### src/rtl/mem_bus_arbiter_pkg.sv
// mem_bus_arbiter_pkg: shared owner and arbiter-state encodings for mem_bus_arbiter
package mem_bus_arbiter_pkg;
    typedef enum logic [1:0] {
        OWN_NONE = 2'd0,
        OWN_M0   = 2'd1,
        OWN_M1   = 2'd2
    } owner_e;
    typedef enum logic [1:0] {
        IDLE   = 2'd0,
        FETCH  = 2'd1,
        DATA   = 2'd2,
        STARVE = 2'd3
    } arb_state_e;
endpackage

### src/rtl/mem_bus_arbiter_if.sv
// mem_bus_arbiter_if: fetch/LSU/memory bus bundle; ARB_PERF_CNT_EN adds perf counter outputs
interface mem_bus_arbiter_if
    import mem_bus_arbiter_pkg::*;
#(
    parameter int ADDR_W = 32,
    parameter int DATA_W = 32
`ifdef ARB_PERF_CNT_EN
    , parameter int PERF_W = 32
`endif
);
    logic                m0_req_i;
    logic [ADDR_W-1:0]   m0_addr_i;
    logic                m0_gnt_o;
    logic [DATA_W-1:0]   m0_rdata_o;
    logic                m0_rvalid_o;
    logic                m1_req_i;
    logic                m1_we_i;
    logic [DATA_W/8-1:0] m1_be_i;
    logic [ADDR_W-1:0]   m1_addr_i;
    logic [DATA_W-1:0]   m1_wdata_i;
    logic                m1_gnt_o;
    logic [DATA_W-1:0]   m1_rdata_o;
    logic                m1_rvalid_o;
    logic                s_req_o;
    logic                s_we_o;
    logic [DATA_W/8-1:0] s_be_o;
    logic [ADDR_W-1:0]   s_addr_o;
    logic [DATA_W-1:0]   s_wdata_o;
    logic [DATA_W-1:0]   s_rdata_i;
    logic                hold_if_o;
    arb_state_e          arb_state_o;
`ifdef ARB_PERF_CNT_EN
    logic [PERF_W-1:0]   perf_conflict_o;
    logic [PERF_W-1:0]   perf_starve_o;
    modport slave (
        input  m0_req_i, m0_addr_i, m1_req_i, m1_we_i, m1_be_i, m1_addr_i, m1_wdata_i, s_rdata_i,
        output m0_gnt_o, m0_rdata_o, m0_rvalid_o, m1_gnt_o, m1_rdata_o, m1_rvalid_o,
        output s_req_o, s_we_o, s_be_o, s_addr_o, s_wdata_o, hold_if_o, arb_state_o,
        output perf_conflict_o, perf_starve_o
    );
    modport master (
        output m0_req_i, m0_addr_i, m1_req_i, m1_we_i, m1_be_i, m1_addr_i, m1_wdata_i, s_rdata_i,
        input  m0_gnt_o, m0_rdata_o, m0_rvalid_o, m1_gnt_o, m1_rdata_o, m1_rvalid_o,
        input  s_req_o, s_we_o, s_be_o, s_addr_o, s_wdata_o, hold_if_o, arb_state_o,
        input  perf_conflict_o, perf_starve_o
    );
`else
    modport slave (
        input  m0_req_i, m0_addr_i, m1_req_i, m1_we_i, m1_be_i, m1_addr_i, m1_wdata_i, s_rdata_i,
        output m0_gnt_o, m0_rdata_o, m0_rvalid_o, m1_gnt_o, m1_rdata_o, m1_rvalid_o,
        output s_req_o, s_we_o, s_be_o, s_addr_o, s_wdata_o, hold_if_o, arb_state_o
    );
    modport master (
        output m0_req_i, m0_addr_i, m1_req_i, m1_we_i, m1_be_i, m1_addr_i, m1_wdata_i, s_rdata_i,
        input  m0_gnt_o, m0_rdata_o, m0_rvalid_o, m1_gnt_o, m1_rdata_o, m1_rvalid_o,
        input  s_req_o, s_we_o, s_be_o, s_addr_o, s_wdata_o, hold_if_o, arb_state_o
    );
`endif
endinterface

### src/rtl/arb_resp_pipe.sv
// arb_resp_pipe: remembers which master owns the in-flight read and steers the response to it
module arb_resp_pipe
    import mem_bus_arbiter_pkg::*;
#(
    parameter int DATA_W = 32
) (
    input  logic              clk,
    input  logic              rst,
    input  owner_e            owner_d,
    input  logic [DATA_W-1:0] s_rdata,
    output logic [DATA_W-1:0] m0_rdata,
    output logic              m0_rvalid,
    output logic [DATA_W-1:0] m1_rdata,
    output logic              m1_rvalid
);
    owner_e owner;
    // capture this cycle's read owner; reset drops any pending response
    always_ff @(posedge clk)
        owner <= !rst ? OWN_NONE : owner_d;
    // only the owner sees valid data, the other port reads zero
    always_comb begin
        m0_rvalid = owner == OWN_M0;
        m1_rvalid = owner == OWN_M1;
        m0_rdata  = m0_rvalid ? s_rdata : '0;
        m1_rdata  = m1_rvalid ? s_rdata : '0;
    end
endmodule

### src/rtl/mem_bus_arbiter.sv
// mem_bus_arbiter: fetch/LSU arbiter for one single-port memory; ARB_PERF_CNT_EN adds perf counters
module mem_bus_arbiter
    import mem_bus_arbiter_pkg::*;
#(
    parameter int DATA_W     = 32,
    parameter int MAX_STREAK = 4
) (
    input logic               clk,
    input logic               rst,
    mem_bus_arbiter_if.slave  bus
);
    localparam int SW = (MAX_STREAK < 1) ? 1 : $clog2(MAX_STREAK + 1);
    localparam logic [SW-1:0] SMAX = SW'(MAX_STREAK);
    logic [SW-1:0] streak, streak_d;
    arb_state_e    state, state_d;
    owner_e        owner_d;
    logic          starve, gnt0, gnt1;
    // grant decision, streak/state next values and response owner for this cycle
    always_comb begin
        starve   = bus.m0_req_i && (streak == SMAX);
        gnt0     = rst && bus.m0_req_i && (!bus.m1_req_i || starve);
        gnt1     = rst && bus.m1_req_i && !gnt0;
        streak_d = (!bus.m0_req_i || gnt0) ? '0 : (gnt1 && streak != SMAX) ? streak + 1'b1 : streak;
        owner_d  = gnt0 ? OWN_M0 : (gnt1 && !bus.m1_we_i) ? OWN_M1 : OWN_NONE;
        state_d  = gnt0 ? FETCH : !gnt1 ? IDLE : (bus.m0_req_i && streak_d == SMAX) ? STARVE : DATA;
    end
    // arbitration state and streak registers
    always_ff @(posedge clk)
        if (!rst) begin
            state  <= IDLE;
            streak <= '0;
        end else begin
            state  <= state_d;
            streak <= streak_d;
        end
    // grant outputs and memory-side mux; idle bus drives all zeros
    always_comb begin
        bus.m0_gnt_o    = gnt0;
        bus.m1_gnt_o    = gnt1;
        bus.hold_if_o   = bus.m0_req_i && !gnt0;
        bus.s_req_o     = gnt0 || gnt1;
        bus.s_we_o      = gnt1 && bus.m1_we_i;
        bus.s_be_o      = gnt0 ? '1 : gnt1 ? bus.m1_be_i : '0;
        bus.s_addr_o    = gnt0 ? bus.m0_addr_i : gnt1 ? bus.m1_addr_i : '0;
        bus.s_wdata_o   = gnt1 ? bus.m1_wdata_i : '0;
        bus.arb_state_o = state;
    end
    arb_resp_pipe #(.DATA_W(DATA_W)) u_resp (
        .clk       (clk),
        .rst       (rst),
        .owner_d   (owner_d),
        .s_rdata   (bus.s_rdata_i),
        .m0_rdata  (bus.m0_rdata_o),
        .m0_rvalid (bus.m0_rvalid_o),
        .m1_rdata  (bus.m1_rdata_o),
        .m1_rvalid (bus.m1_rvalid_o)
    );
`ifdef ARB_PERF_CNT_EN
    // conflict cycles and forced fetch grants, free-running and wrapping
    always_ff @(posedge clk)
        if (!rst) begin
            bus.perf_conflict_o <= '0;
            bus.perf_starve_o   <= '0;
        end else begin
            if (bus.m0_req_i && bus.m1_req_i) bus.perf_conflict_o <= bus.perf_conflict_o + 1'b1;
            if (gnt0 && bus.m1_req_i) bus.perf_starve_o <= bus.perf_starve_o + 1'b1;
        end
`endif
endmodule

### src/flat_wrapper.sv
// flat-port wrapper written by rule: the top's interface ports become plain ports
module mem_bus_arbiter_flat import mem_bus_arbiter_pkg::*;
#(
    parameter int DATA_W     = 32,
    parameter int MAX_STREAK = 4
)
  (clk, rst, bus_m0_req_i, bus_m0_addr_i, bus_m1_req_i, bus_m1_we_i, bus_m1_be_i, bus_m1_addr_i, bus_m1_wdata_i, bus_s_rdata_i, bus_m0_gnt_o, bus_m0_rdata_o, bus_m0_rvalid_o, bus_m1_gnt_o, bus_m1_rdata_o, bus_m1_rvalid_o, bus_s_req_o, bus_s_we_o, bus_s_be_o, bus_s_addr_o, bus_s_wdata_o, bus_hold_if_o, bus_arb_state_o);
  mem_bus_arbiter_if #(.ADDR_W(32), .DATA_W(DATA_W)) bus_i ();
  input logic clk;
  input logic rst;
  input wire logic [$bits(bus_i.m0_req_i)-1:0] bus_m0_req_i;
  input wire logic [$bits(bus_i.m0_addr_i)-1:0] bus_m0_addr_i;
  input wire logic [$bits(bus_i.m1_req_i)-1:0] bus_m1_req_i;
  input wire logic [$bits(bus_i.m1_we_i)-1:0] bus_m1_we_i;
  input wire logic [$bits(bus_i.m1_be_i)-1:0] bus_m1_be_i;
  input wire logic [$bits(bus_i.m1_addr_i)-1:0] bus_m1_addr_i;
  input wire logic [$bits(bus_i.m1_wdata_i)-1:0] bus_m1_wdata_i;
  input wire logic [$bits(bus_i.s_rdata_i)-1:0] bus_s_rdata_i;
  output wire logic [$bits(bus_i.m0_gnt_o)-1:0] bus_m0_gnt_o;
  output wire logic [$bits(bus_i.m0_rdata_o)-1:0] bus_m0_rdata_o;
  output wire logic [$bits(bus_i.m0_rvalid_o)-1:0] bus_m0_rvalid_o;
  output wire logic [$bits(bus_i.m1_gnt_o)-1:0] bus_m1_gnt_o;
  output wire logic [$bits(bus_i.m1_rdata_o)-1:0] bus_m1_rdata_o;
  output wire logic [$bits(bus_i.m1_rvalid_o)-1:0] bus_m1_rvalid_o;
  output wire logic [$bits(bus_i.s_req_o)-1:0] bus_s_req_o;
  output wire logic [$bits(bus_i.s_we_o)-1:0] bus_s_we_o;
  output wire logic [$bits(bus_i.s_be_o)-1:0] bus_s_be_o;
  output wire logic [$bits(bus_i.s_addr_o)-1:0] bus_s_addr_o;
  output wire logic [$bits(bus_i.s_wdata_o)-1:0] bus_s_wdata_o;
  output wire logic [$bits(bus_i.hold_if_o)-1:0] bus_hold_if_o;
  output wire logic [$bits(bus_i.arb_state_o)-1:0] bus_arb_state_o;
  assign bus_i.m0_req_i = bus_m0_req_i;
  assign bus_i.m0_addr_i = bus_m0_addr_i;
  assign bus_i.m1_req_i = bus_m1_req_i;
  assign bus_i.m1_we_i = bus_m1_we_i;
  assign bus_i.m1_be_i = bus_m1_be_i;
  assign bus_i.m1_addr_i = bus_m1_addr_i;
  assign bus_i.m1_wdata_i = bus_m1_wdata_i;
  assign bus_i.s_rdata_i = bus_s_rdata_i;
  assign bus_m0_gnt_o = bus_i.m0_gnt_o;
  assign bus_m0_rdata_o = bus_i.m0_rdata_o;
  assign bus_m0_rvalid_o = bus_i.m0_rvalid_o;
  assign bus_m1_gnt_o = bus_i.m1_gnt_o;
  assign bus_m1_rdata_o = bus_i.m1_rdata_o;
  assign bus_m1_rvalid_o = bus_i.m1_rvalid_o;
  assign bus_s_req_o = bus_i.s_req_o;
  assign bus_s_we_o = bus_i.s_we_o;
  assign bus_s_be_o = bus_i.s_be_o;
  assign bus_s_addr_o = bus_i.s_addr_o;
  assign bus_s_wdata_o = bus_i.s_wdata_o;
  assign bus_hold_if_o = bus_i.hold_if_o;
  assign bus_arb_state_o = bus_i.arb_state_o;
  mem_bus_arbiter #(.DATA_W(DATA_W), .MAX_STREAK(MAX_STREAK)) u_core (.clk(clk), .rst(rst), .bus(bus_i));
endmodule
### config.mk
export PLATFORM = sky130hd
export DESIGN_NAME = mem_bus_arbiter_flat
export DESIGN_NICKNAME = d
export VERILOG_FILES = /design/src/rtl/mem_bus_arbiter_pkg.sv /design/src/rtl/mem_bus_arbiter_if.sv /design/src/rtl/arb_resp_pipe.sv /design/src/rtl/mem_bus_arbiter.sv /design/src/flat_wrapper.sv
export SDC_FILE = /design/constraint.sdc
export NUM_CORES = 1
export LEC_CHECK = 0
export CORE_AREA = 2 2 108 110
export DETAILED_ROUTE_END_ITERATION = 6
export DIE_AREA = 0 0 110 112
export SLEW_MARGIN = 15
export SYNTH_ARGS = -nofsm -noshare
export SYNTH_HDL_FRONTEND = slang
export SYNTH_SLANG_ARGS = --single-unit
### constraint.sdc
create_clock -name clk -period 2.13 [get_ports clk]
set_clock_uncertainty 0.15 [all_clocks]
set_input_delay 0.426 -clock clk [delete_from_list [all_inputs] [get_ports clk]]
set_output_delay 0.426 -clock clk [all_outputs]
set_load 0.05 [all_outputs]
# Word level (Yosys, flattened, before mapping)

Cells that the tools add are included.
W data, S select, Z words.

Register bits: 7
Input port bits: 137
Output and inout port bits: 141
Logic and storage cells: 46

Add/subtract/negate cells: 1
Eq/ne operators: 5
Multiplexer cells: 14
Bitwise gates (word level): 2
Reductions and logical operators: 19

Operators by type and width:

| cell                  | count |
|---|---|
| $mux W32              | 5 |
| $logic_and A1 B1 Y1   | 10 |
| $mux W4               | 2 |
| $eq A3 B3 Y1 const B  | 2 |
| $mux W3               | 2 |
| $logic_not A1 Y1      | 4 |
| $mux W1               | 4 |
| $add A3 B1 Y3 const B | 1 |
| $logic_or A1 B1 Y1    | 3 |
| $ne A3 B3 Y1 const B  | 1 |
| $reduce_or A3 Y1      | 1 |
| $eq A2 B1 Y1 const B  | 1 |
| $eq A2 B2 Y1 const B  | 1 |
| $mux W2               | 1 |
| $not A1 Y1            | 2 |
| $reduce_or A2 Y1      | 1 |

# Logic depth before layout (Yosys ltp)

Gate-level depths: netlist of run 1.

Depth in word-level cells: 14
Mapped depth: 7
Gate-level depth less buffers: 5

# Cells and area by module

From an unflattened synthesis of run 1, not the netlist that was laid out.

Cells, all modules: 202
Area, all modules: 1630.3 sq um

By module, submodules not included:

| module          | times used | cells an instance | area each (sq um) | seq. area each (sq um) |
|---|---|---|---|---|
| mem_bus_arbiter | 1          | 118               | 877.1             | 100.1 |
| arb_resp_pipe   | 1          | 84                | 753.2             | 40.0 |

# Least setup slack after synthesis of run 1

Ideal clock, no wire load.

Path type: register to output
Start point: reg u_core.streak[0]
End point: out bus_s_wdata_o[22]
Arrival: 1.785 ns
Required time: 1.554 ns
Slack: -0.231 ns
Cell stages (with the launch flop): 7
Path buffers: 1
Cells stage by stage: dfxtp_1 inv_1 ha_1 and2_1 a21oi_2 buf_2 and2_1

Word-level cells in the longest chain between the ends: 7

Ends and longest elaborated chain:

| item                     | line                  | text |
|---|---|---|
| start: declaration       | mem_bus_arbiter.sv:14 | `logic [SW-1:0] streak, streak_d;` |
| start signal: assignment | mem_bus_arbiter.sv:34 | `streak <= streak_d;` |
| $eq A3 B3 Y1             | mem_bus_arbiter.sv:20 | `starve = bus.m0_req_i && (streak == SMAX);` |
| $logic_and A1 B1 Y1      | mem_bus_arbiter.sv:20 |  |
| $logic_or A1 B1 Y1       | mem_bus_arbiter.sv:21 | `gnt0 = rst && bus.m0_req_i && (!bus.m1_req_i \|\| starve);` |
| $logic_and A1 B1 Y1      | mem_bus_arbiter.sv:21 |  |
| $logic_not A1 Y1         | mem_bus_arbiter.sv:22 | `gnt1 = rst && bus.m1_req_i && !gnt0;` |
| $logic_and A1 B1 Y1      | mem_bus_arbiter.sv:22 |  |
| named net bus_m1_gnt_o   | flat_wrapper.sv:22    | `output wire logic [$bits(bus_i.m1_gnt_o)-1:0] bus_m1_gnt_o;` |
| $mux W32                 | mem_bus_arbiter.sv:45 | `bus.s_wdata_o = gnt1 ? bus.m1_wdata_i : '0;` |
| end: declaration         | flat_wrapper.sv:29    | `output wire logic [$bits(bus_i.s_wdata_o)-1:0] bus_s_wdata_o;` |

The timed path passes the listed nets, and every way through them passes these cells.

# Worst setup path after layout of run 1

Start point: reg u_core.streak[1]
End point: out bus_s_addr_o[20]

Word-level cells in the longest chain between the ends: 8

Ends and longest elaborated chain:

| item                    | line                  | text |
|---|---|---|
| $eq A3 B3 Y1 (*)        | mem_bus_arbiter.sv:20 |  |
| $logic_and A1 B1 Y1 (*) | mem_bus_arbiter.sv:20 |  |
| $logic_or A1 B1 Y1 (*)  | mem_bus_arbiter.sv:21 |  |
| $logic_and A1 B1 Y1 (*) | mem_bus_arbiter.sv:21 |  |
| $logic_not A1 Y1        | mem_bus_arbiter.sv:22 |  |
| $logic_and A1 B1 Y1     | mem_bus_arbiter.sv:22 |  |
| $mux W32                | mem_bus_arbiter.sv:44 | `bus.s_addr_o = gnt0 ? bus.m0_addr_i : gnt1 ? bus.m1_addr_i : '0;` |
| $mux W32 (*)            | mem_bus_arbiter.sv:44 |  |
| end: declaration        | flat_wrapper.sv:28    | `output wire logic [$bits(bus_i.s_addr_o)-1:0] bus_s_addr_o;` |

Every way passes the cells marked *; elsewhere a longest branch is shown, timed or not.

==> flow_summary.ini, run 1 <==
[run_status]
status = finished, violations left
violations = setup timing

[power_and_ir_drop]
power_density_mw_per_mm2 = 291
power.total_mw = 1.94
p_leak_nw = 2.86
vdd_drop_max_mv = 0.278

[logic_synthesis]
synth_cell_types = 26
yosys_most_used_dff = dfxtp_1
yosysSeqAreaShare_pct = 10.3
synth-edff-count = 0
synth.top_cell.area_share_pct = 45.4
synth_common_cells = and2_1, a22o_1, clkbuf_1
ys_seq_elements = 7
yosysWarningCount = 0
netlist_top_cells_area = and2_1, a22o_1, dfxtp_1
synthCells = 187
synth.most_common_cell = and2_1
syn_area_mm2 = 0.00136
ys_async_sr_fraction_pct = 0
syn_avg_cell_area_um2 = 7.29
syn-num-nets = 326
synth_area_leader_cell = and2_1

[worst_setup_path]
r2r_setup_slack_ps = 510
arrival_ps = 1800
critical_path_buf_inv_count = 5
crit_fanout = 6
end_kind = output pin
r2r_end = u_core.bus.arb_state_o[0]
r2r-start = u_core.streak[0]
max_stage_delay_ps = 310
cpMaxStageDelayCell = dfxtp_2
reg2reg_depth = 5
worstSetupPathDepth = 9
critical_path_required_ps = 1550
crit_top_cell = buf_12
worstSetupPathType = reg2out
critical_path.startpoint = u_core.streak[1]
start_kind = flop
worstPathCellList = inv_2 > ha_4 > and2_4 > a21oi_4 > buf_12 > buf_12 > clkbuf_16 > a22o_4 > buf_12
crit_family = buffers and inverters
endpoint = bus_s_addr_o[20]

[global_route]
grt_max_degree = 34
grt_usage_pct = 17.9
gr-total-overflow = 0
grt_pass1_vias = 2871
antenna_found_initial = 0
grt_pass1_wl_um = 16700

[floorplanning]
die_h_um = 112
ios = 278
die_w_um = 110
fp-row-count = 39
initial_core_util_pct = 12.2
die_area_mm2 = 0.0123
core-area_mm2 = 0.0112

[clock_tree]
insertion_delay_ps = 230
cts_sinks = 7
cts_htree_levels = 1
cts_buffer_depth = 2
path_clk_slew_ps = 30
cts_tree = built
postCtsHoldBufs = 0
numCtsBuffers = 3
cts-root-buf = clkbuf_16

[layout]
finalInstanceArea_mm2 = 0.00666
area_delta_synth_final_pct = 389
fin_nets = 630
fill_cells = 875
n_antenna_cell = 0
drive_gt1_share_pct = 53.1

[drt]
drc = 0
wl_um = 11400
first_pass_iters = 4
drt_iter0_drc = 99
antenna_left = 0
wl_per_cell_um = 18.1
vias_per_cell = 4.06
vias = 2570

[sta]
max_freq_mhz = 421
max_slew.worst_pin.slew_ps = 503
setup_viol = 71
drv_slew = 0
fin_hold_ws_ps = 373
fin_ws_ps = -247
rsz0062_at_grt = true
setup_tns_ps = -12620
period_share_pct = 112
finalHoldViolations = 0
slew_headroom_pct = 66.4
min_period_ps = 2380

[run]
drv_cap = 0

[placement]
hpwl_um = 8550
placed_cell_area_mm2 = 0.00585
gp_congestion = 0.816
place.port_buffers = 277
dp_slack_ps = -373

[hold_path]
min_path_cells = 2
hold_path_class = reg2reg
## layout make-up
cell class | instances | area [um2] | share of cell area, %
clock buffer | 4 | 78.8 | 1.18
inverter | 4 | 15.0 | 0.225
multi-input combinational | 159 | 1500 | 22.5
sequential | 7 | 143 | 2.14
tap | 143 | 179 | 2.68
timing repair buffer | 316 | 4750 | 71.3
## repair_timing
action                                  in CTS  in global routing
endpoints found under the setup margin      73                 71
pin swaps                                   35                 20
gates cloned                                12                  2
buffers inserted                            15                  4
resized for setup                          100                  3
## power breakdown
part | total [mW] | leakage (nW) | internal [mW] | switching (mW)
sequential | 0.138 | 0.0582 | 0.136 | 0.00183
combinational | 1.49 | 2.76 | 0.817 | 0.669
clock | 0.314 | 0.0382 | 0.249 | 0.0658
## tightest hold or removal path, cell delays in order (launching register included)
cell and delay [ps]:
dfxtp_2 320, buf_4 110, nor3_1 40
## metrics by stage
step / cells / util (%)
after global placement: 607 / 52.4
final: 633 / 59.6
after global routing: 633 / 59.6
after CTS: 638 / 61.0
after detailed placement: 607 / 52.4
after floorplan: 187 / -
## layout by cell type, fill, tap and decap left out, drive strengths merged, types with 2 or more instances in the layout
cell type and instances:
clkdlybuf4s50 134, a211oi 2, a21oi 4, dlygate4sd2 2, dfxtp 7, clkbuf 6
a21o 4, nor2 2, ha 2, a22o 32, inv 4, and2 99
buf 176, nand2 3, nor2b 2, nand3 2
## sequential cells by signal, summed over array words and instances, names as in the netlist
name                    count
u_core.bus.arb_state_o      2
u_core.streak               3
u_core.u_resp.owner         2
## worst min-delay path by stage
stage / from / to
floorplan: u_core.streak[0] / u_core.streak[0]
global placement: u_core.streak[0] / u_core.streak[0]
detailed placement: u_core.streak[0] / u_core.streak[0]
CTS: u_core.streak[0] / u_core.streak[0]
global route: u_core.streak[0] / u_core.streak[0]
finish: u_core.streak[0] / u_core.streak[0]
## cell families (layout without fill, tap and decap cells)
logic type / Yosys count / in the layout / synth area share, %
AO/OA/AOI/OAI: 44 / 44 / 27.3
adder cells (fa/ha/maj): 2 / 2 / 1.83
buffers and inverters: 21 / 324 / 9.54
flip-flops: 7 / 7 / 10.3
AND/OR/NAND/NOR: 113 / 113 / 51.0
## routing by layer
layer | track usage [%] | vias to the layer above | wire length (um)
met3 | 5.04 | 14 | 1380
met4 | 4.98 | 0 | 255
met5 | 0 | - | 0
li1 | - | 1243 | -
met1 | 18.0 | 1133 | 3650
met2 | 34.9 | 180 | 6160
Note: power is estimated with default switching activity, not from simulation.
==> run 2: changes to the inputs <==
- CTS_CLUSTER_DIAMETER: default -> 150
==> results of run 2 <==
Same layout as run 1: the final DEF is identical, and so are final timing and power.
==> run 3: changes to the inputs <==
- ABC_AREA: default -> 1
- CORE_AREA: 2 2 108 110 -> 2 2 107 109
- DIE_AREA: 0 0 110 112 -> 0 0 109 111
- GPL_ROUTABILITY_DRIVEN: default -> 0
==> run 3 against run 2 <==
Against the previous run:
- the run still ends with setup timing left
- worst hold slack better by 69 ps
- global-route usage down 0.52 points
- combinational power rose by 4%
- largest power group unchanged
- sequential power barely moved
- final cell count is 13% higher
- critical path depth decreased by 1
- synthesized cell count increased by 48%
- clock power up 2%
- non-clock buffer count down 8
- first-iteration DRC count up 11%
==> flow_summary.ini, run 3 <==
[run_status]
status = finished, violations left
violations = setup timing

[layout]
finish.utilization_pct = 61.2
layout.cells.most_common = buf_12
regMostFlops = u_core.streak
area_delta_synth_final_pct = 377
fin_nets = 713
fill_cells = 869
largest_reg_flops = 3
drive_gt1_share_pct = 50.1
final_cell_mix = buf_12, clkdlybuf4s50_1, inv_1
finalInstanceArea_mm2 = 0.00678

[logic_synthesis]
syn_area_mm2 = 0.00142
syn_avg_cell_area_um2 = 5.15
synth_area_leader_cell = nor2_1
yosys_most_used_dff = dfxtp_1
synthAdderAreaFrac_pct = 1.76
synth_compound_area_share_pct = 20.7
synth.top_cell.area_share_pct = 27.4
synth-simple-area-share_pct = 39.2
synth_xor_area_share_pct = 0
yosysWarningCount = 0
synth_top_family_by_area = simple AND/OR/NAND/NOR gates
ys_seq_elements = 7
synthCells = 276
synth_common_cells = nor2_1, inv_1, a22o_1
netlist_top_cells_area = nor2_1, inv_1, a22o_1
ys_async_sr_fraction_pct = 0
synth_cell_types = 19
muxShareOfSynthArea_pct = 0
syn-num-nets = 415
yosysSeqAreaShare_pct = 9.85
synth.most_common_cell = nor2_1
synth-edff-count = 0

[drt]
first_pass_iters = 4
wl_per_cell_um = 15.9
drc = 0
vias = 2868
vias_per_cell = 4.00
drt_iter0_drc = 110
antenna_left = 0
wl_um = 11400

[global_route]
grt_max_degree = 37
gr-total-overflow = 0
grt_pass1_wl_um = 16600
grt_pass1_vias = 3040
antenna_found_initial = 0
grt_usage_pct = 17.4

[worst_setup_path]
critical_path_buf_inv_count = 4
critical_path_required_ps = 1550
cpMaxStageDelayCell = dfxtp_2
crit_fanout = 8
start_kind = flop
r2r_setup_slack_ps = 330
max_stage_delay_ps = 340
crit_family = buffers and inverters
arrival_ps = 1660
r2r_end = u_core.bus.arb_state_o[0]
end_kind = output pin
worstSetupPathType = reg2out
reg2reg_depth = 13
r2r-start = u_core.streak[0]
worstPathCellList = inv_2 > ha_4 > nand2_4 > a21oi_4 > buf_4 > buf_16 > a22o_4 > buf_12

[sta]
finalHoldViolations = 0
min_period_ps = 2240
max_slew.worst_pin.slew_ps = 506
setup_viol = 67
max_freq_mhz = 446
period_share_pct = 105
fin_ws_ps = -111
slew_headroom_pct = 66.1
rsz0062_at_grt = true
drv_slew = 0

[power_and_ir_drop]
p_int_mw = 1.18
clockPowerShare_pct = 15.9
netSwitchingFraction_pct = 41.3
switchingPower_mw = 0.830
p_seq_share_pct = 7.0
power_density_mw_per_mm2 = 296
p_comb_share_pct = 77.1
vdd_drop_max_mv = 0.287
p_leak_nw = 3.08

[clock_tree]
cts_tree = built
numCtsBuffers = 3
path_clk_slew_ps = 40
insertion_delay_ps = 230
cts_sinks = 7
cts_htree_levels = 1
cts-root-buf = clkbuf_16
postCtsHoldBufs = 0
cts_buffer_depth = 2

[floorplanning]
fp-row-count = 39
die_h_um = 111
ios = 278
initial_core_util_pct = 12.8
die_area_mm2 = 0.0121
die_w_um = 109
core-area_mm2 = 0.0111

[hold_path]
min_path_cells = 4
hold_path_class = reg2reg
whs_endpoint = u_core.streak[0]
hold_start = u_core.streak[0]

[placement]
hpwl_um = 8560
placed_cell_area_mm2 = 0.00601
place.port_buffers = 277

[run]
drv_cap = 0
run 3: cell count changes in the layout (fill, tap and decap cells not counted), moves of 4 or more:
cell | before | now
buf_12 | 148 | 144
and2_1 | 65 | 0
nor2_2 | 0 | 36
nor2_1 | 2 | 40
inv_1 | 1 | 72
a21o_1 | 4 | 0
and2_4 | 34 | 0
nand2_1 | 2 | 25
nor2_4 | 0 | 28
run 3: cell type report:
class / instances / area, um2 / share of cell area (%)
diodes: 1 / 2.50 / 0.0369
clock buffers: 4 / 78.8 / 1.16
inverters: 79 / 307 / 4.52
multi-input cells: 175 / 1480 / 21.8
flip-flops and latches: 7 / 143 / 2.10
well taps: 143 / 179 / 2.64
repair buffers: 308 / 4590 / 67.7
run 3: metrics by stage:
| step | setup slack [ps] | setup TNS [ps] | total power [mW] | hold WS (ps) | cells |
|---|---|---|---|---|---|
| after floorplan | -218 | -6540 | 0.730 | 348 | 276 |
| after global placement | -306 | -19430 | 1.53 | 397 | 697 |
| after detailed placement | -305 | -18740 | 1.54 | 413 | 697 |
| after CTS | -108 | -4890 | 1.96 | 444 | 708 |
| after global routing | -146 | -8190 | 2.09 | 503 | 716 |
| final | -111 | -5080 | 2.01 | 442 | 717 |
run 3: power groups by stage:
stage          Combinational [mW]  Sequential [mW]  Clock (mW)
4_1_cts                      1.49            0.140       0.329
3_5_place_dp                 1.40            0.141           0
5_1_grt                      1.61            0.140       0.340
6_report                     1.55            0.140       0.320
2_1_floorplan               0.581            0.149           0
3_3_place_gp                 1.39            0.141           0
run 3: layer usage:
layer	track usage [%]	vias to the layer above	routed length, um
li1	-	1407	-
met1	19.9	1330	4110
met2	32.1	121	6380
met3	5.11	10	814
met4	2.31	0	120
met5	0	-	0
run 3: repair_timing:
item / in CTS / in global routing
setup endpoints to repair: 72 / 67
pin swaps: 8 / 15
endpoints found under the hold margin: 0 / 0
gates cloned: 4 / 3
setup buffers: 3 / 5
gates resized for setup: 72 / 37
run 3: how the worst max path moves through the flow:
stage	start	depth (start not counted)	to	slack [ps]
after CTS	u_core.streak[0]	7	bus_s_addr_o[19]	-110
final	u_core.streak[0]	8	bus_s_addr_o[6]	-110
after detailed placement	rst	9	bus_s_addr_o[16]	-310
after global placement	rst	9	bus_s_addr_o[24]	-310
after floorplan	u_core.streak[0]	8	bus_s_wdata_o[22]	-220
after global routing	u_core.streak[0]	10	bus_s_addr_o[31]	-150
run 3: cells by family (layout without fill, tap and decap cells):
group,count (synthesis),in the layout
adder cells (fa/ha/maj),2,2
AND/OR/NAND/NOR,139,139
flip-flops,7,7
other,0,1
buffers and inverters,94,391
AO/OA/AOI/OAI,34,34
run 3: worst reg2reg max path, stage by stage, from the launching register on:
cell	delay, ps
dfxtp_2	340
inv_2	50
ha_4	160
nand2_4	100
nand2_4	60
nand2_4	80
buf_4	150
nand2_1	80
inv_2	120
buf_4	120
buf_4	90
nand2_1	50
nand3_1	90
nand2_1	50
